**config.mk**
```make
export PLATFORM = sky130hd
export DESIGN_NAME = run_watch_ctrl
export DESIGN_NICKNAME = d
export VERILOG_FILES = /design/src/rtl/run_watch_pkg.sv /design/src/rtl/key_debounce.sv /design/src/rtl/run_watch_ctrl.sv
export SDC_FILE = /design/constraint.sdc
export NUM_CORES = 1
export LEC_CHECK = 0
export CAP_MARGIN = 20
export CORE_UTILIZATION = 50
export CTS_BUF_LIST = sky130_fd_sc_hd__clkbuf_16
export DETAILED_ROUTE_END_ITERATION = 8
export HOLD_SLACK_MARGIN = 0.02
export PLACE_DENSITY = 0.74
export SLEW_MARGIN = 20
export SYNTH_ARGS = -nofsm -noshare
export SYNTH_HDL_FRONTEND = slang
export SYNTH_HIERARCHICAL = 1
export SYNTH_SLANG_ARGS = --single-unit
```
**constraint.sdc**
```tcl
create_clock -name cp -period 5.85 [get_ports cp]
set_input_delay 1.17 -clock cp [delete_from_list [all_inputs] [get_ports cp]]
set_output_delay 1.17 -clock cp [all_outputs]
set_load 0.02 [all_outputs]
```
**src/rtl/run_watch_pkg.sv**
```systemverilog
// Shared definitions for the run/lap stopwatch controller.
//   run_state_t : FSM state encoding (IDLE=0, RUN=1, LAP=2, STOP=3)
//   LAP_MAX     : saturation value of the lap counter
//   deb_cycles  : debounce window in clock cycles from clock rate and window in ms
package run_watch_pkg;

    typedef enum logic [1:0] {
        IDLE = 2'd0,
        RUN  = 2'd1,
        LAP  = 2'd2,
        STOP = 2'd3
    } run_state_t;

    localparam logic [3:0] LAP_MAX = 4'd15;

    function automatic int unsigned deb_cycles(input int unsigned clk_hz,
                                               input int unsigned deb_ms);
        return (clk_hz / 1000) * deb_ms;
    endfunction

endpackage

```
**src/rtl/key_debounce.sv**
```systemverilog
// Synchronizer + debouncer for one active-low mechanical key.
//   cp     : system clock (rising edge)
//   reset  : synchronous active-high reset
//   key_n  : raw key, active-low, asynchronous to cp
//   press  : one-cycle pulse when the debounced level goes 1 -> 0
module key_debounce #(
    parameter int unsigned DEB_CYC = 10
) (
    input  logic cp,
    input  logic reset,
    input  logic key_n,
    output logic press
);

    localparam int unsigned   CW       = (DEB_CYC > 1) ? $clog2(DEB_CYC) : 1;
    localparam logic [CW-1:0] CNT_LAST = CW'(DEB_CYC - 1);

    logic          sync1;
    logic          sync2;
    logic          stable;
    logic          armed;
    logic [1:0]    settle;
    logic [CW-1:0] cnt;

    // The synchronizer is forced released during reset, so its output only
    // reflects the real key two edges after release (settle[1]). A press is
    // only reported once the key has been seen released after reset, which
    // suppresses a pulse for a key held across reset release.
    always_ff @(posedge cp) begin
        if (reset) begin
            sync1  <= 1'b1;
            sync2  <= 1'b1;
            stable <= 1'b1;
            armed  <= 1'b0;
            settle <= '0;
            cnt    <= '0;
            press  <= 1'b0;
        end else begin
            sync1  <= key_n;
            sync2  <= sync1;
            settle <= {settle[0], 1'b1};
            press  <= 1'b0;
            if (settle[1] && sync2) begin
                armed <= 1'b1;
            end
            if (sync2 != stable) begin
                if (cnt == CNT_LAST) begin
                    stable <= sync2;
                    cnt    <= '0;
                    // stable is still 1 here only on a 1 -> 0 change
                    press  <= stable & armed;
                end else begin
                    cnt <= cnt + 1'b1;
                end
            end else begin
                cnt <= '0;
            end
        end
    end

endmodule

```
**src/rtl/run_watch_ctrl.sv**
```systemverilog
// Stopwatch run/lap/stop control FSM driving a BCD counter chain.
//   cp       : system clock (rising edge)
//   reset    : synchronous active-high reset (also clears the counter chain)
//   key_ss   : raw start/stop key, active-low
//   key_lap  : raw lap/clear key, active-low
//   cnt_en   : count enable (RUN or LAP)
//   cnt_clr  : one-cycle clear pulse (STOP -> IDLE), held high during reset
//   lap_hold : display freeze while in LAP
//   lap_cnt  : laps taken since last clear, saturating at 15
//   state    : current FSM state
module run_watch_ctrl
    import run_watch_pkg::*;
#(
    parameter int unsigned CLK_HZ = 50_000_000,
    parameter int unsigned DEB_MS = 20
) (
    input  logic       cp,
    input  logic       reset,
    input  logic       key_ss,
    input  logic       key_lap,
    output logic       cnt_en,
    output logic       cnt_clr,
    output logic       lap_hold,
    output logic [3:0] lap_cnt,
    output logic [1:0] state
);

    localparam int unsigned DEB_CYC = deb_cycles(CLK_HZ, DEB_MS);

    logic       ss_press;
    logic       lap_press;
    run_state_t state_q;
    run_state_t state_d;
    logic       en_d;
    logic       hold_d;
    logic       clr_d;
    logic [3:0] cnt_d;

    key_debounce #(.DEB_CYC(DEB_CYC)) u_deb_ss (
        .cp    (cp),
        .reset (reset),
        .key_n (key_ss),
        .press (ss_press)
    );

    key_debounce #(.DEB_CYC(DEB_CYC)) u_deb_lap (
        .cp    (cp),
        .reset (reset),
        .key_n (key_lap),
        .press (lap_press)
    );

    // ss is tested first in every state so it wins over a coincident lap.
    always_comb begin
        state_d = state_q;
        cnt_d   = lap_cnt;
        clr_d   = 1'b0;
        case (state_q)
            IDLE: begin
                if (ss_press) state_d = RUN;
            end
            RUN: begin
                if (ss_press) begin
                    state_d = STOP;
                end else if (lap_press) begin
                    state_d = LAP;
                    if (lap_cnt != LAP_MAX) cnt_d = lap_cnt + 4'd1;
                end
            end
            LAP: begin
                if (ss_press)       state_d = STOP;
                else if (lap_press) state_d = RUN;
            end
            STOP: begin
                if (ss_press) begin
                    state_d = RUN;
                end else if (lap_press) begin
                    state_d = IDLE;
                    clr_d   = 1'b1;
                    cnt_d   = '0;
                end
            end
            default: state_d = IDLE;
        endcase
        // Outputs are decoded from the next state so the registered copies
        // change on the same edge as the state register.
        en_d   = (state_d == RUN) || (state_d == LAP);
        hold_d = (state_d == LAP);
    end

    always_ff @(posedge cp) begin
        if (reset) begin
            state_q  <= IDLE;
            cnt_en   <= 1'b0;
            lap_hold <= 1'b0;
            lap_cnt  <= '0;
            cnt_clr  <= 1'b1;
        end else begin
            state_q  <= state_d;
            cnt_en   <= en_d;
            lap_hold <= hold_d;
            lap_cnt  <= cnt_d;
            cnt_clr  <= clr_d;
        end
    end

    assign state = state_q;

endmodule

```
# After elaboration in Yosys (flattened, before gate mapping)
# Cells that the tools add are included.
# totals
reg_bits	63
latchBits	0
ram_bits	0
rom_bits	0
in_bits	4
output_inout_bits	9
elab_cells	76
mem_count	0
# op_classes
addsub	3
mul	0
n_div	0
order_cmp	0
eq_ne	15
shift	0
mux	19
n_bitwise	6
n_reduce_logical	12
# ops
op	count
adder 20 x 1 -> 20 bit, second input constant	2
equality test 20 bit, second input constant	2
2-to-1 mux 4 bit	5
2-to-1 mux 2 bit	7
OR reduction 3 bit	4
one-hot mux 2 bit (4 select lines)	1
one-hot mux 4 bit (2 select lines)	1
equality test 2 bit, second input constant	3
!= test 2 bit, second input constant	3
AND reduction 6 bit	1
2-to-1 mux 1 bit	5
adder 4 x 1 -> 4 bit, second input constant	1
equality test 2 x 1 -> 1 bit, second input constant	2
!= test 2 x 1 -> 1 bit, second input constant	2
!= test 4 bit, second input constant	1
inverter 1 bit	4
AND reduction 2 bit	2
bitwise AND 1 bit	2
logical AND 1 bit	2
logical NOT 2 bit	1
!= test 1 bit	2
nonzero test 2 bit	1
logical OR 1 bit	1

# Longest topological paths before layout
# Gate-level depths: netlist of the first run.
# logic_depth
ltp_word	5
mapped_depth	6
depth_no_buf	5

# Cells and area by module
# Netlist of the first run, hierarchy kept.
# by_module_without_submodules
module	instances	cells_per_inst	area_per_inst_um2	seq_area_each_um2
key_debounce	2	123	1132.3	540.5
run_watch_ctrl	1	43	426.7	180.2

# Least setup slack after synthesis of the first run
# No wires, ideal clock.
# synth_timing
kind	reg2reg
startpoint	reg u_deb_lap.cnt[0]
endpoint	reg u_deb_lap.cnt[18]
setup_ps	66
t_arrival_ps	1895
required_ps	5784
path_slack_ps	3888
path_stages_with_launch	7
n_path_buf	1
synth_period_minus_slack_ps	1962
cell_sequence	dfxtp_1 ha_1 nand2_1 or4_1 clkbuf_2 or4_4 a21oi_2
# synth_between
elab_chain_cells	2
word_cells_on_any_way	3
classes_between	add/sub: 1; eq/ne: 1; reduce/logical: 1
# synth_rtl
element	line_no	rtl
from (decl)	key_debounce.sv:23	logic [CW-1:0] cnt;
from (signal assigned)	key_debounce.sv:53	cnt <= cnt + 1'b1;
branches (longest 2 deep; another with adder 20 x 1 -> 20 bit)	--	
# Parallel ways; which one is timed is not known.
# A chain may end at the register's enable or synchronous reset.

# Worst setup path in the final report of the first run
# layout_timing
startpoint	reg state_q[1] (netlist: state[1])
endpoint	out state[1]
# layout_lines
element	line_no	rtl
from (decl)	run_watch_ctrl.sv:32	run_state_t state_q;
from (signal assigned)	run_watch_ctrl.sv:99	state_q <= state_d;
to (decl)	run_watch_ctrl.sv:25	output logic [1:0] state
# No word-level cell between the ends.

==> parameters.txt, run 1 <==
Parameter                              Value

Global route
  Met2 Track Usage GR ... 0.272
  Largest net degree at the start of global routing ... 25
  Number of antenna violations at the first check in global routing ... 0
  GR Util met3 ... 0.0714
  Remaining global-route overflow ... 0
  Global-route wire length before repair ... about 7.8 mm
  GR met1 Demand/Resource ... 0.242
  Aggregate global-route resource usage ... 0.185
  Busiest layer in global routing ... met2
  Vias in the first global route ... between 1.5k and 2k

Yosys
  Biggest area consumer among synthesized cells ... sky130_fd_sc_hd__dfxtp_1
  Synthesized Nets ... ~300
  Netlist cell types ... 43
  Area fraction of the dominant cell type after synthesis ... 0.469
  Leading cell types by total area after synthesis ... sky130_fd_sc_hd__dfxtp_1 47%, sky130_fd_sc_hd__nor2_1 4.7%, sky130_fd_sc_hd__xnor2_1 4.6%
  Yosys reg bits ... between 60 and 70
  Async SR Flop Fraction ... 0
  Average footprint of a synthesized cell ... just over 9 um2
  Netlist Area Pre-Place ... around 0.0027 mm2
  Portion of the post-synthesis area used by sequential elements ... 0.469
  Total number of yosys warnings ... 6
  Cells after Synth ... approximately 290
  Number of flops mapped to enable cells by yosys ... 0
  Most used flip-flop cell after synthesis ... sky130_fd_sc_hd__dfxtp_1

Final layout
  Core utilization of the finished layout ... 0.614
  Most common cell after layout, fill and taps aside ... sky130_fd_sc_hd__dfxtp_1
  Antenna fix cells ... 0
  Layout cell share with drive strength beyond 1 ... 0.0965
  Layout fillers ... 439
  Area grow syn2layout ... 17.3%
  Most used cells in the layout excluding fill and tap cells ... 63 x sky130_fd_sc_hd__dfxtp_1, 34 x sky130_fd_sc_hd__nor2_1, 20 x sky130_fd_sc_hd__nand3_1
  Final layout net count ... around 310

Setup path
  Slowest CP cell ... sky130_fd_sc_hd__clkdlybuf4s50_1
  WP depth ... 1
  Crit Reg-Reg Endpoint ... u_deb_ss/cnt[18]$_SDFF_PP0_
  Worst setup path end ... state[1]
  Worst setup path startpoint ... state[1]$_SDFF_PP0_
  Worst path top cell family by delay ... buffers and inverters
  Worst setup SP type ... flip-flop
  Buffering stage count on the worst path with inverters included ... 1
  Max Fanout on Critical Path ... 10
  Minimum setup slack among reg-to-reg paths ... ~3.7 ns
  Delay of the slowest critical-path stage ... around 0.66 ns
  Depth of the worst register-to-register path ... 5
  Critical path data arrival time ... 1.46 ns
  Critical Path RT ... around 4.7 ns
  Crit-path cells ... clkdlybuf4s50_1
  Reg2Reg Launch Point ... u_deb_ss/cnt[0]$_SDFF_PP0_
  Worst setup EP type ... primary output
  Type of the worst setup path ... reg -> out

STA
  Final worst hold slack ... just over 0.4 ns
  Final count of pins violating max slew ... 0
  Maximum clock rate ... ~380 MHz
  Crit path time final ... 2.63 ns
  Slew at the pin closest to its max-slew limit ... ~0.75 ns
  Remaining max-slew budget at the tightest pin ... 0.498
  Setup total negative slack ... 0 ns
  Worst clock skew ... approximately 0.0047 ns
  Final Cycle Share ... 0.449
  Final-report setup violation count ... 0
  RSZ-0062 raised after global routing ... no
  Count of final hold-check violations ... 0

Status
  Status ... completed

Routing
  Total length of routed wires ... between 4 and 5 mm
  DRC Markers ... 0
  DR iter-0 viols ... about 110
  Antenna Violating Nets Remaining ... 0
  Wire length per cell after detailed routing ... around 13 um
  Count of TritonRoute iterations in the first routing pass ... 4
  Via density ... approximately 5.5
  Routed via count ... approximately 2.1k

Power and ir drop
  Sum of internal, switching and leakage power ... ~0.99 mW
  Worst supply voltage drop on vdd ... 0.157 mV
  Pwr dens ... 314 mW/mm2
  Leakage ... ~1.0 nW

Floorplan
  Core Box Area ... just over 0.005 mm2
  Width of the die ... 75.4 um
  Number of rows in the core area ... 26
  Die area ... 0.00568 mm2
  Initial Util ... 0.524
  Die boundary height ... roughly 75 um
  Ports placed on the boundary ... 13

CTS
  CTS H-Tree Depth ... 3
  CTS tree ... yes
  Clock slew at reported path FFs ... 0.05 ns
  Clock insertion delay at the later pin of the skew report ... between 0.3 and 0.4 ns
  Buffers from clock root to sink, at most ... 2
  # resized after CTS ... 0
  Post-CTS Setup Inserts ... 0
  Clock tree root driver cell ... sky130_fd_sc_hd__clkbuf_16
  CTS Buf Count ... 9
  Total of hold buffers inserted after clock tree synthesis ... 0
  Sinks on the clock net ... between 60 and 70

Placed design
  Final estimated routing congestion in global placement ... approximately 0.74
  Hpwl dp ... 3.05 mm
  Number of port buffers ... 12

Worst hold path
  Hold crit path type ... reg -> reg
  Count of cells along the worst hold path ... 1

Flow run
  Maximum capacitance violations ... 0
where the power goes:
group	switching [mW]	leakage, nW	internal [mW]	total (mW)
Clock	0.175	0.163	0.366	0.541
Combinational	0.00747	0.376	0.00584	0.0133
Sequential	0.00211	0.511	0.434	0.436
Total	0.185	1.05	0.806	0.991
logic make-up (layout without fill, tap and decap cells):
| family | after synthesis | after routing | share of synthesized area |
|---|---|---|---|
| mux | 1 | 1 | 0.00372 |
| flops | 63 | 63 | 0.469 |
| buf+inv | 18 | 40 | 0.0344 |
| xor+xnor | 26 | 26 | 0.0846 |
| compound gates | 45 | 45 | 0.116 |
| simple gates | 132 | 132 | 0.274 |
| fa+ha+maj | 4 | 4 | 0.0186 |
stage by stage:
stage               setup WS [ns]  std cells  cell area [um2]
finish                       3.22        381             3160
global route                 3.14        381             3160
CTS                          3.21        381             3160
detailed placement           2.98        365             2850
global placement             3.02        365             2850
floorplan                    3.89        289             2690
per-layer routing:
layer,up-vias,routed length (um)
met5,-,0
met4,0,44
met3,4,186
met2,41,2160
met1,972,2430
li1,1070,-
sequential cells by signal, indices dropped and copies added, names as in the netlist, 2 cells and up:
name / count
lap_cnt: 4
u_deb_ss/cnt: 20
state: 2
u_deb_ss/settle: 2
u_deb_lap/settle: 2
u_deb_lap/cnt: 20
synth_stat cells (5+ instances only):
library cell,number
sky130_fd_sc_hd__dfxtp_1,63
sky130_fd_sc_hd__or2_2,5
sky130_fd_sc_hd__xnor2_1,14
sky130_fd_sc_hd__nor2_1,34
sky130_fd_sc_hd__or3_1,6
sky130_fd_sc_hd__or4_1,12
sky130_fd_sc_hd__a21oi_1,15
sky130_fd_sc_hd__nand4_1,6
sky130_fd_sc_hd__nor3_1,10
sky130_fd_sc_hd__nand2_1,11
sky130_fd_sc_hd__xor2_1,12
sky130_fd_sc_hd__o31ai_1,6
sky130_fd_sc_hd__o21ai_0,9
sky130_fd_sc_hd__nand3_1,20
sky130_fd_sc_hd__nor2b_1,5
sky130_fd_sc_hd__inv_1,12
layout make-up:
type	count	area, um2	area share
multi-input combinational	208	1340	0.424
timing repair buffer	12	120	0.0380
sequential	63	1260	0.399
clock inverter	7	81.3	0.0258
tap	70	87.6	0.0277
clock buffer	9	225	0.0713
inverter	12	45.0	0.0143
worst min-delay path by stage:
stage / from / to / slack (ns)
after floorplan: u_deb_lap/sync1$_SDFF_PP1_ / u_deb_lap/sync2$_SDFF_PP1_ / 0.39
after global placement: u_deb_ss/sync1$_SDFF_PP1_ / u_deb_ss/sync2$_SDFF_PP1_ / 0.39
after detailed placement: u_deb_ss/sync1$_SDFF_PP1_ / u_deb_ss/sync2$_SDFF_PP1_ / 0.39
after CTS: u_deb_ss/sync1$_SDFF_PP1_ / u_deb_ss/sync2$_SDFF_PP1_ / 0.40
after global routing: u_deb_lap/sync1$_SDFF_PP1_ / u_deb_lap/sync2$_SDFF_PP1_ / 0.43
final: u_deb_ss/sync1$_SDFF_PP1_ / u_deb_ss/sync2$_SDFF_PP1_ / 0.40
Note: power is estimated with default switching activity, not from simulation.
==> inputs of run 2 (changes only) <==
--- a/config.mk
+++ b/config.mk
@@ -10,7 +10,7 @@
 export CTS_BUF_LIST = sky130_fd_sc_hd__clkbuf_16
 export DETAILED_ROUTE_END_ITERATION = 8
 export HOLD_SLACK_MARGIN = 0.02
-export PLACE_DENSITY = 0.74
+export PLACE_DENSITY = 0.77
 export SLEW_MARGIN = 20
 export SYNTH_ARGS = -nofsm -noshare
 export SYNTH_HDL_FRONTEND = slang
==> constraint.sdc (replaced) <==
create_clock -name cp -period 2.36 [get_ports cp]
set_input_delay 0.472 -clock cp [delete_from_list [all_inputs] [get_ports cp]]
set_output_delay 0.472 -clock cp [all_outputs]
set_load 0.02 [all_outputs]
==> run 2 against run 1 <==
  * Via count is 0.24% lower
  * Sequential power grew 150%
  * Register-to-register slack got worse by 3.4 ns
  * Clock power is 150% higher
  * Utilization rose by 0.56 points
  * Sequential cell count did not move
  * Design area grew 0.91%
  * Total power rose by 150%
  * Clock skew barely moved
  * Critical path depth increased by 4
  * Final cell count grew 1.0%
  * Sequential share of layout area decreased by 0.36 points
  * Critical path type is now reg -> reg
==> parameters.txt, run 2 (synthesis results as in run 1) <==
Parameter                              Value

Power and ir drop
  Switching component of the power ... about 0.46 mW
  Relative contribution of sequential cells to total power ... 0.440
  Logic gate share of total power ... 0.015
  Pwr dens ... between 700 and 800 mW/mm2
  Switching share of power ... 0.187
  Leakage ... 1.06 nW
  Internal ... 2.00 mW
  Worst supply voltage drop on vdd ... 0.474 mV
  Clock power share ... 0.545

CTS
  CTS Buf Count ... 9
  Clock slew at reported path FFs ... 0.05 ns
  Post-CTS Setup Inserts ... 0
  CTS H-Tree Depth ... 3
  Sinks on the clock net ... between 60 and 70
  Buffers from clock root to sink, at most ... 2
  Total of hold buffers inserted after clock tree synthesis ... 0
  CTS tree ... yes
  Clock tree root driver cell ... sky130_fd_sc_hd__clkbuf_16
  # resized after CTS ... 0
  Clock insertion delay at the later pin of the skew report ... between 0.3 and 0.4 ns

Setup path
  Critical Path RT ... 2.62 ns
  Type of the worst setup path ... reg -> reg
  Worst path top cell family by delay ... simple AND/OR/NAND/NOR gates
  Worst setup EP type ... flip-flop
  Critical path data arrival time ... approximately 2.4 ns
  Worst setup SP type ... flip-flop
  Buffering stage count on the worst path with inverters included ... 0
  Delay of the slowest critical-path stage ... 0.64 ns
  Slowest CP cell ... sky130_fd_sc_hd__or4_1
  Max Fanout on Critical Path ... 7
  Crit-path cells ... ha_1 > nand2_1 > or4_1 > or4_4 > a21oi_2

Routing
  Count of TritonRoute iterations in the first routing pass ... 4
  Antenna Violating Nets Remaining ... 0
  DR iter-0 viols ... 95
  Routed via count ... approximately 2.1k
  Via density ... around 5.4
  Wire length per cell after detailed routing ... roughly 13 um
  DRC Markers ... 0
  Total length of routed wires ... between 4 and 5 mm

Final layout
  Final standard cell area without fillers ... ~0.0032 mm2
  Antenna fix cells ... 0
  Most common cell after layout, fill and taps aside ... sky130_fd_sc_hd__dfxtp_1
  Most used cells in the layout excluding fill and tap cells ... 63 x sky130_fd_sc_hd__dfxtp_1, 34 x sky130_fd_sc_hd__nor2_1, 20 x sky130_fd_sc_hd__nand3_1
  Final layout net count ... approximately 320
  Layout cell share with drive strength beyond 1 ... 0.105
  Area grow syn2layout ... 18.4%
  Largest registers ... u_deb_lap/cnt (20), u_deb_ss/cnt (20), lap_cnt (4)

Global route
  Vias in the first global route ... between 1.5k and 2k
  Largest net degree at the start of global routing ... 20
  Aggregate global-route resource usage ... 0.186
  Global-route wire length before repair ... about 7.8 mm
  Remaining global-route overflow ... 0
  Number of antenna violations at the first check in global routing ... 0

Worst hold path
  Hold crit path type ... reg -> reg

STA
  Crit path time final ... 2.11 ns
  Final Cycle Share ... 0.895
  RSZ-0062 raised after global routing ... no
  Setup total negative slack ... 0 ns
  Final count of pins violating max slew ... 0
  Worst clock skew ... 0.00503 ns
  Final-report setup violation count ... 0
  Slew at the pin closest to its max-slew limit ... between 0.3 and 0.4 ns
  Maximum clock rate ... 474 MHz
  Count of final hold-check violations ... 0
  Remaining max-slew budget at the tightest pin ... 0.780

Floorplan
  Initial Util ... 0.524
  Die area ... ~0.0057 mm2
  Core Box Area ... 0.00514 mm2
  Number of rows in the core area ... 26
  Width of the die ... roughly 75 um
  Ports placed on the boundary ... 13
  Die boundary height ... between 70 and 80 um

Flow run
  Maximum capacitance violations ... 0

Status
  Status ... completed

Placed design
  Hpwl dp ... between 3 and 4 mm
  Number of port buffers ... 12
  Placement Cell Area ... slightly below 0.003 mm2
  Final estimated routing congestion in global placement ... 0.770
==> run 2: cell count changes in the layout (fill, tap and decap cells not counted) <==
cell / previous run / this run
sky130_fd_sc_hd__buf_4: 0 / 4
sky130_fd_sc_hd__clkinv_1: 0 / 2
sky130_fd_sc_hd__clkinv_2: 2 / 1
sky130_fd_sc_hd__inv_1: 15 / 14
==> run 2: layout make-up <==
type,count,area (um2)
clock inverter,7,80.1
timing repair buffer,16,150
multi-input combinational,208,1340
sequential,63,1260
clock buffer,9,225
fill,453,1950
inverter,12,45.0
tap,70,87.6
==> run 2: per-stage QoR <==
step / std cells / util / setup WS (ns) / power (mW) / hold WS [ns]
final: 385 / 0.620 / 0.248 / 2.46 / 0.411
after global routing: 385 / 0.620 / 0.152 / 2.54 / 0.433
after CTS: 385 / 0.620 / 0.259 / 2.48 / 0.413
after detailed placement: 369 / 0.561 / 0.271 / 1.14 / 0.398
after global placement: 369 / 0.561 / 0.332 / 1.14 / 0.392
after floorplan: 289 / - / 0.398 / 1.12 / 0.389
==> run 2: routing by layer <==
layer,GRT usage,share of wire,vias to the layer above
met4,0.0905,0.017,0
li1,-,-,1068
met2,0.300,0.46,38
met5,0,0,-
met3,0.0635,0.030,8
met1,0.222,0.49,968
==> run 2: power groups by stage <==
stage | Sequential (mW) | Clock, mW | Combinational, mW
2_1_floorplan | 1.10 | 0 | 0.0204
3_3_place_gp | 1.10 | 0 | 0.0366
3_5_place_dp | 1.10 | 0 | 0.0373
4_1_cts | 1.08 | 1.36 | 0.0378
5_1_grt | 1.08 | 1.42 | 0.0417
6_report | 1.08 | 1.34 | 0.0374
==> run 2: path summary, 6_finish.rpt <==
path              slack (ns)                        start                           end  cells after the start
setup reg to reg        0.25  u_deb_lap/cnt[0]$_SDFF_PP0_  u_deb_lap/cnt[18]$_SDFF_PP0_                      5
setup / recovery        0.25  u_deb_lap/cnt[0]$_SDFF_PP0_  u_deb_lap/cnt[18]$_SDFF_PP0_                      5
hold / removal          0.41   u_deb_lap/sync1$_SDFF_PP1_    u_deb_lap/sync2$_SDFF_PP1_                      1
hold reg to reg         0.41   u_deb_lap/sync1$_SDFF_PP1_    u_deb_lap/sync2$_SDFF_PP1_                      1
==> run 2: worst register-to-register path, cell delays in order (launching register included) <==
cell,delay [ns]
sky130_fd_sc_hd__dfxtp_1,0.40
sky130_fd_sc_hd__ha_1,0.25
sky130_fd_sc_hd__nand2_1,0.11
sky130_fd_sc_hd__or4_1,0.64
sky130_fd_sc_hd__or4_4,0.53
sky130_fd_sc_hd__a21oi_2,0.13
